### config.mk
export PLATFORM = sky130hd
export DESIGN_NAME = alu_exec_seq
export DESIGN_NICKNAME = d
export VERILOG_FILES = /design/src/rtl/alu_pkg.sv /design/src/rtl/alu_shifter.sv /design/src/rtl/alu_exec_seq.sv
export SDC_FILE = /design/constraint.sdc
export NUM_CORES = 1
export LEC_CHECK = 0
export CORE_MARGIN = 3
export CORE_UTILIZATION = 58
export CTS_BUF_LIST = sky130_fd_sc_hd__clkbuf_16
export CTS_CLUSTER_DIAMETER = 100
export DETAILED_ROUTE_END_ITERATION = 7
export PLACE_DENSITY = 0.94
export SYNTH_ARGS = -nofsm -noshare
export SYNTH_HDL_FRONTEND = slang
export SYNTH_SLANG_ARGS = --single-unit
### constraint.sdc
create_clock -name clk -period 4.61 [get_ports clk]
set_input_delay 0.922 -clock clk [delete_from_list [all_inputs] [get_ports clk]]
set_output_delay 0.922 -clock clk [all_outputs]
set_load 0.02 [all_outputs]
### src/rtl/alu_pkg.sv
// Shared types for the ALU controller and the sequential execute unit.
// Operation codes, execute-unit FSM states and the default datapath width.
package alu_pkg;

  localparam int ALU_DATA_W = 32;

  typedef enum logic [3:0] {
    ALU_AND = 4'b0000,
    ALU_OR  = 4'b0001,
    ALU_ADD = 4'b0010,
    ALU_SUB = 4'b0011,
    ALU_SLL = 4'b0100,
    ALU_SRL = 4'b0101,
    ALU_SRA = 4'b0111,
    ALU_EQ  = 4'b1000,
    ALU_XOR = 4'b1001,
    ALU_NE  = 4'b1010,
    ALU_SLT = 4'b1100,
    ALU_GE  = 4'b1101,
    ALU_LT  = 4'b1110
  } alu_op_e;

  typedef enum logic [1:0] {
    ST_IDLE  = 2'd0,
    ST_SHIFT = 2'd1,
    ST_DONE  = 2'd2
  } alu_state_e;

endpackage

### src/rtl/alu_shifter.sv
// Iterative one-bit-per-cycle shifter used by alu_exec_seq when ALU_FAST_SHIFT_EN
// is not defined. o_step_data is the value after the current step; o_last flags the final step.
module alu_shifter #(
  parameter int DATA_W  = 32,
  parameter int SHAMT_W = $clog2(DATA_W)
) (
  input  logic              clk,
  input  logic              reset,
  input  logic              i_load,
  input  logic              i_left,
  input  logic              i_arith,
  input  logic [DATA_W-1:0] i_data,
  input  logic [SHAMT_W-1:0] i_shamt,
  output logic [DATA_W-1:0] o_step_data,
  output logic              o_last
);

  logic [DATA_W-1:0]  r_data;
  logic [SHAMT_W-1:0] r_cnt;
  logic               r_left;
  logic               r_arith;

  // SRA replicates the sign bit; SRL and SLL shift in zeros.
  assign o_step_data = r_left ? {r_data[DATA_W-2:0], 1'b0}
                              : {r_arith & r_data[DATA_W-1], r_data[DATA_W-1:1]};
  assign o_last = (r_cnt == SHAMT_W'(1));

  always_ff @(posedge clk) begin
    if (reset) begin
      r_data  <= '0;
      r_cnt   <= '0;
      r_left  <= 1'b0;
      r_arith <= 1'b0;
    end else if (i_load) begin
      r_data  <= i_data;
      r_cnt   <= i_shamt;
      r_left  <= i_left;
      r_arith <= i_arith;
    end else if (r_cnt != '0) begin
      r_data <= o_step_data;
      r_cnt  <= r_cnt - SHAMT_W'(1);
    end
  end

endmodule

### src/rtl/alu_exec_seq.sv
// Sequential execute unit: single-cycle logic/arith/compare ops, iterative shifts.
// Define ALU_FAST_SHIFT_EN to replace the iterative shifter with a single-cycle barrel shifter.
module alu_exec_seq
  import alu_pkg::*;
#(
  parameter int DATA_W = ALU_DATA_W
) (
  input  logic              clk,
  input  logic              reset,
  input  logic              in_valid,
  output logic              in_ready,
  input  logic [3:0]        operation,
  input  logic [DATA_W-1:0] src_a,
  input  logic [DATA_W-1:0] src_b,
  output logic              out_valid,
  input  logic              out_ready,
  output logic [DATA_W-1:0] result,
  output alu_state_e        o_dbg_state
);

  localparam int SHAMT_W = $clog2(DATA_W);

  // Handshake: a request transfers on a rising edge where in_valid && in_ready;
  // a result transfers where out_valid && out_ready. result is stable while out_valid waits.
  alu_state_e         r_state, w_state_next;
  logic [DATA_W-1:0]  r_result, w_result_next, w_alu_res, w_step_data;
  logic [SHAMT_W-1:0] w_shamt;
  logic               w_accept, w_go_shift, w_last;
  alu_op_e            w_op;

  assign w_op    = alu_op_e'(operation);
  assign w_shamt = src_b[SHAMT_W-1:0];

  always_comb begin
    w_alu_res = '0;
    case (w_op)
      ALU_AND:        w_alu_res = src_a & src_b;
      ALU_OR:         w_alu_res = src_a | src_b;
      ALU_XOR:        w_alu_res = src_a ^ src_b;
      ALU_ADD:        w_alu_res = src_a + src_b;
      ALU_SUB:        w_alu_res = src_a - src_b;
      ALU_SLT,
      ALU_LT:         w_alu_res[0] = $signed(src_a) < $signed(src_b);
      ALU_GE:         w_alu_res[0] = $signed(src_a) >= $signed(src_b);
      ALU_EQ:         w_alu_res[0] = (src_a == src_b);
      ALU_NE:         w_alu_res[0] = (src_a != src_b);
`ifdef ALU_FAST_SHIFT_EN
      ALU_SLL:        w_alu_res = src_a << w_shamt;
      ALU_SRL:        w_alu_res = src_a >> w_shamt;
      ALU_SRA:        w_alu_res = $signed(src_a) >>> w_shamt;
`else
      // Only the zero-amount case completes directly; others go through the shifter.
      ALU_SLL,
      ALU_SRL,
      ALU_SRA:        w_alu_res = src_a;
`endif
      default:        w_alu_res = '0;
    endcase
  end

`ifdef ALU_FAST_SHIFT_EN
  assign w_go_shift  = 1'b0;
  assign w_last      = 1'b0;
  assign w_step_data = '0;
`else
  logic w_is_shift;
  assign w_is_shift = (w_op == ALU_SLL) || (w_op == ALU_SRL) || (w_op == ALU_SRA);
  assign w_go_shift = w_is_shift && (w_shamt != '0);

  alu_shifter #(
    .DATA_W  (DATA_W),
    .SHAMT_W (SHAMT_W)
  ) u_shifter (
    .clk         (clk),
    .reset       (reset),
    .i_load      (w_accept && w_go_shift),
    .i_left      (w_op == ALU_SLL),
    .i_arith     (w_op == ALU_SRA),
    .i_data      (src_a),
    .i_shamt     (w_shamt),
    .o_step_data (w_step_data),
    .o_last      (w_last)
  );
`endif

  always_comb begin
    w_state_next  = r_state;
    w_result_next = r_result;
    in_ready      = 1'b0;
    out_valid     = 1'b0;
    case (r_state)
      ST_IDLE: in_ready = 1'b1;
      ST_SHIFT: begin
        if (w_last) begin
          w_state_next  = ST_DONE;
          w_result_next = w_step_data;
        end
      end
      ST_DONE: begin
        out_valid = 1'b1;
        in_ready  = out_ready;
        if (out_ready) w_state_next = ST_IDLE;
      end
      default: w_state_next = ST_IDLE;
    endcase
    // An accepted request overrides the DONE->IDLE move for back-to-back issue.
    w_accept = in_valid && in_ready;
    if (w_accept) begin
      if (w_go_shift) begin
        w_state_next = ST_SHIFT;
      end else begin
        w_state_next  = ST_DONE;
        w_result_next = w_alu_res;
      end
    end
  end

  always_ff @(posedge clk) begin
    if (reset) begin
      r_state  <= ST_IDLE;
      r_result <= '0;
    end else begin
      r_state  <= w_state_next;
      r_result <= w_result_next;
    end
  end

  assign result      = r_result;
  assign o_dbg_state = r_state;

endmodule

# ---- Word-level counts from Yosys, hierarchy flattened
# Cells that the tools add are included.
# Widths: inputs -> output; s select.
dict set report word_totals {
  input_bits 72
  regBits 73
}
dict set report op_classes {
  reduce_logical 13
  n_lt_le_gt_ge 2
  n_eq_ne 20
  n_addsub 3
  n_bitwise 4
  mux 18
}
# op n
set op_table {}
lappend op_table {{$mux 32} 7}
lappend op_table {{$pmux 31 s6} 1}
lappend op_table {{$add 32x32->32} 1}
lappend op_table {{$and 32x32->32} 1}
lappend op_table {{$eq 32x32->1} 1}
lappend op_table {{$ge 32x32->1} 1}
lappend op_table {{$lt 32x32->1} 1}
lappend op_table {{$ne 32x32->1} 1}
lappend op_table {{$or 32x32->32} 1}
lappend op_table {{$sub 32x32->32} 1}
lappend op_table {{$xor 32x32->32} 1}
lappend op_table {{$eq 4x4->1 const B} 6}
lappend op_table {{$eq 4x3->1 const B} 3}
lappend op_table {{$mux 5} 2}
lappend op_table {{$pmux 1 s10} 1}
lappend op_table {{$reduce_bool 5->1} 2}
lappend op_table {{$eq 4x2->1 const B} 2}
lappend op_table {{$mux 2} 4}
lappend op_table {{$pmux 2 s3} 1}
lappend op_table {{$eq 5x1->1 const B} 1}
lappend op_table {{$sub 5x1->5 const B} 1}
lappend op_table {{$eq 4x1->1 const B} 1}
lappend op_table {{$logic_not 4->1} 1}
lappend op_table {{$logic_and 1x1->1} 3}
lappend op_table {{other kinds (14)} 15}

# ---- Longest topological paths before layout
dict set report logic_depth {
  word_depth 6
  mapped_depth 12
  ltp_nobuf 12
}

# ---- By module
# A second synthesis with hierarchy kept.
dict set report hier_totals {
  cells_unflattened 1265
  area_unflattened_um2 9153.8
}
# module cells_each area_each_um2 n_inst
set modules_own_cells {}
lappend modules_own_cells {alu_exec_seq 999 6827.8 1}
lappend modules_own_cells {alu_shifter 266 2326.0 1}

# ---- Worst setup path before layout
# OpenSTA, ideal clock, no wires.
dict set report synth_timing {
  path_kind {input to register}
  startpoint {in src_a[15]}
  endpoint {reg r_result[31] (netlist: result[31])}
  setup_time_ps 120
  stages 12
  n_path_buf 1
  setup_slack_ps 1090
  t_arrival_ps 3400
  path_cell_list {inv_1 -> ha_1 -> buf_6 -> or3_1 -> or4_4 -> o21ba_4 -> a211o_1 -> nand2_2 -> a31o_4 -> o41ai_4 -> mux2i_1 -> o31a_1}
}
dict set report synth_between {
  elab_chain_len 4
  word_cells_on_any_way 5
  classes_between {add/sub: 2; mux: 3}
}
# element line_no
set synth_lines {}
lappend synth_lines {{start, declared} alu_exec_seq.sv:13} ;# input logic [DATA_W-1:0] src_a,
lappend synth_lines {{$sub 32x32->32 / $add 32x32->32 (equally long branches)} {alu_exec_seq.sv:41, alu_exec_seq.sv:40}}
lappend synth_lines {{$pmux 31 s6 (*)} alu_exec_seq.sv:36} ;# case (w_op)
lappend synth_lines {{$mux 32 (*)} alu_exec_seq.sv:109} ;# if (w_go_shift) begin
lappend synth_lines {{$mux 32 (*)} alu_exec_seq.sv:108} ;# if (w_accept) begin
lappend synth_lines {{end signal, assigned} alu_exec_seq.sv:124} ;# r_result <= w_result_next;
lappend synth_lines {{end, declared} alu_exec_seq.sv:26} ;# logic [DATA_W-1:0] r_result, w_result_next, w_alu_res, w_step_data;
# Every way passes the cells marked *; elsewhere a longest branch is shown, timed or not.
# A chain may end at the register's enable or synchronous reset.

# ---- Worst setup path after layout
dict set report layout_timing {
  startpoint {in src_a[25]}
  endpoint {reg r_result[0] (netlist: result[0])}
}
dict set report layout_between {
  elab_chain_len 4
  word_cells_on_any_way 7
  classes_between {order compare: 2; eq/ne: 2; mux: 3}
}
# element line_no
set layout_lines {}
lappend layout_lines {{$ge 32x32->1 (tied with other cells)} alu_exec_seq.sv:44} ;# ALU_GE: w_alu_res[0] = $signed(src_a) >= $signed(src_b);
lappend layout_lines {{$pmux 1 s10 (*)} alu_exec_seq.sv:36}
lappend layout_lines {{$mux 32 (*)} alu_exec_seq.sv:109}
lappend layout_lines {{$mux 32 (*)} alu_exec_seq.sv:108}
# Marked as above.

==> run metrics <==
status completed; Final nets 1540; final core occ 0.723; beginning of the worst hold path u_shifter.r_arith; Pint 0.00205 W; first-pass GRT wire length 53500 microns; Power Total 0.00370 W; Min-Delay Path Depth 2; post_cts resized 0; reg2reg start u_shifter.r_cnt[2]; Switch Pwr 0.00165 W; Initial Util 0.606; total wire length 34600 microns; Final setup viols 0; final hold vios 0; Synth Cell Area 0.00897 sq mm; Synth area leaders dfxtp_1 (16%), ha_1 (14%), a21oi_1 (8.3%); CP Launch Type input pin; worst skew pair latency 0.35 ns; Antenna Violating Nets Remaining 0; Chip Height 130 microns; final worst slack roughly 0.42 ns; RSZ-0062 raised after global routing no; Main synth FF type dfxtp_1; core footprint 0.0148 sq mm; Reg2Reg Capture Point result[28]; pre-CTS setup slack 0.151 ns; area of the multi-input gates 0.00680 sq mm; Net Sw Frac 0.447; setup tns final 0 ns; Total GRT Usage 0.397; CP max FO 11; clk_skew 0.00708 ns; router iterations before antenna repair 8; DIE AREA 0.0170 sq mm; post-synth cell types 76; Clk pin slew, worst setup/hold paths roughly 0.060 ns; worst reg2reg path depth 6; VDD IR max 302 uV; cts hold-fix bufs 0; syn_nets 1459; area grow syn2layout 19.3%; Boundary Pins 108; min Tclk post-route 4.19 ns; initial antenna violation count 1; Setup CP Type input pin to flop; DP Wirelength about 26000 microns; Yosys warning count 0; setup slack, reg-to-reg 1.73 ns; Post-CTS Setup Inserts 0; DR iter-0 viols 1689; number of buffers created by CTS 9; share of cells above drive strength 1 0.0737; worst slew pin tran approximately 1.2 ns; Lkg Pwr 4.38 nW; CTS H-tree lvls 3; most common cell in the netlist nor2_1; Die W 130 microns; # DRC 0; via/cell ratio about 6.9; Slew HR 0.190; Synth async-reset ratio 0; clk buf depth 2; vias in the first global route between 10k and 15k; Worst Setup End Kind flop; Worst Path Required 4.82 ns; Hold Path Sink u_shifter.r_arith; Post-synth EDFFs 0; class of the worst hold path flop to flop; Yosys reg bits 73; GPL Wtd Cong 1.07; WP data arrival 4.40 ns; number of port buffers 107; PD cells ~350 mW/mm^2; DR WL/cell 22.3 microns; Final period util 0.908; Clk pwr share 0.220; synthesized instance count 1285; vias ~11k; grt ovf 0; Comb power frac 0.517; Critical path origin src_a[25]; register area share after synthesis 0.163; cell row count 44; post-synth top area share 0.163; filler cell count roughly 1.2k; TritonCTS clock tree built; hold_ws about 0.51 ns; Max Slew Vio Count 0; Max Cap Viol 0; ant diodes 0; CTS root buf clkbuf_16; Sequential Area between 0.001 and 0.0015 sq mm; syn_area_per_cell 6.98 sq um; sequential power share 0.263; largest net degree at the start of global routing 78; cell taking the most area after synthesis dfxtp_1; Max Freq 239 MHz; clock sink count 73; Post-synth top cells nor2_1 (182), a21oi_1 (149), inv_1 (101)
[worst max-delay path, stage by stage]
cell and delay (ns):
clkdlybuf4s50_1 0.53, inv_1 0.07, ha_1 0.44, nor3_1 0.49, nand2_1 0.19, or4_1 0.49
or4_1 0.49, nor3_1 0.34, nor3_1 0.08, o31ai_1 0.24, o211ai_1 0.11
[cell usage in the layout (no fill, tap or decap), types with 6 or more instances in the layout]
master	netlist	final
ha_1	100	100
o21a_1	6	6
a21oi_1	149	147
xnor2_1	6	6
a221oi_1	23	23
a31oi_1	12	12
a22oi_1	23	23
buf_4	0	56
clkbuf_16	0	9
nand2_1	63	62
a21o_1	20	20
or2_2	6	6
a311oi_1	7	7
o221ai_1	9	9
o21ai_0	75	75
mux2i_1	36	36
o2111ai_1	10	10
nand3_1	20	20
dfxtp_1	73	72
o211ai_1	17	17
a211o_1	8	8
o21bai_1	24	24
nor2_1	182	181
nand2b_1	9	9
a211oi_1	60	60
a221o_1	7	7
and3_1	6	6
or3_1	8	8
nor2b_1	11	11
o22ai_1	9	9
clkdlybuf4s50_1	0	106
nor3_1	24	22
o31ai_1	11	11
inv_1	101	101
nor4_1	10	9
[cell type report]
class,count,share of cell area
Inverter,102,0.0358
Sequential cell,73,0.137
Tap cell,184,0.0215
Multi-Input combinational cell,1016,0.635
Timing Repair Buffer,164,0.141
Clock inverter,7,0.00958
Clock buffer,9,0.0210
[flip-flops by register name, indices dropped and copies added (netlist names)]
signal / flops
o_dbg_state: 2
u_shifter.r_left: 1
u_shifter.r_arith: 1
u_shifter.r_data: 32
result: 32
u_shifter.r_cnt: 5
[power by group through the flow]
stage | sequential, W | clock (W) | combinational, W
floorplan | 0.000937 | 0 | 0.00131
detailed placement | 0.000973 | 0 | 0.00185
global placement | 0.000968 | 0 | 0.00179
global route | 0.000981 | 0.000832 | 0.00209
finish | 0.000973 | 0.000816 | 0.00191
CTS | 0.000960 | 0.000810 | 0.00187
[through the flow]
stage	instance area, sq um	instances
floorplan	8970	1285
global route	10700	1555
finish	10700	1555
detailed placement	10400	1539
global placement	10400	1539
CTS	10700	1555
[worst max path at each step]
| stage | endpoint | slack [ns] |
|---|---|---|
| after floorplan | result[31] | 1.09 |
| after global placement | result[0] | 0.09 |
| after detailed placement | result[0] | 0.15 |
| after CTS | result[0] | 0.51 |
| after global routing | result[0] | 0.28 |
| final | result[0] | 0.42 |
[per-layer routing]
layer	track usage	wire length, microns	vias to the layer above
met5	0.0265	69	-
met4	0.129	1110	4
met3	0.106	4850	138
met2	0.603	14700	848
met1	0.546	13900	4912
li1	-	-	4852
[cell families (layout without fill, tap and decap cells)]
logic type	Yosys count	in the layout	synth area share
AO/OA/AOI/OAI	503	503	0.375
buffers and inverters	196	282	0.0835
XOR/XNOR	6	6	0.00586
multiplexers	36	36	0.0402
adder cells (fa/ha/maj)	102	102	0.144
AND/OR/NAND/NOR	369	369	0.189
flip-flops	73	73	0.163
Note: power is estimated with default switching activity, not from simulation.
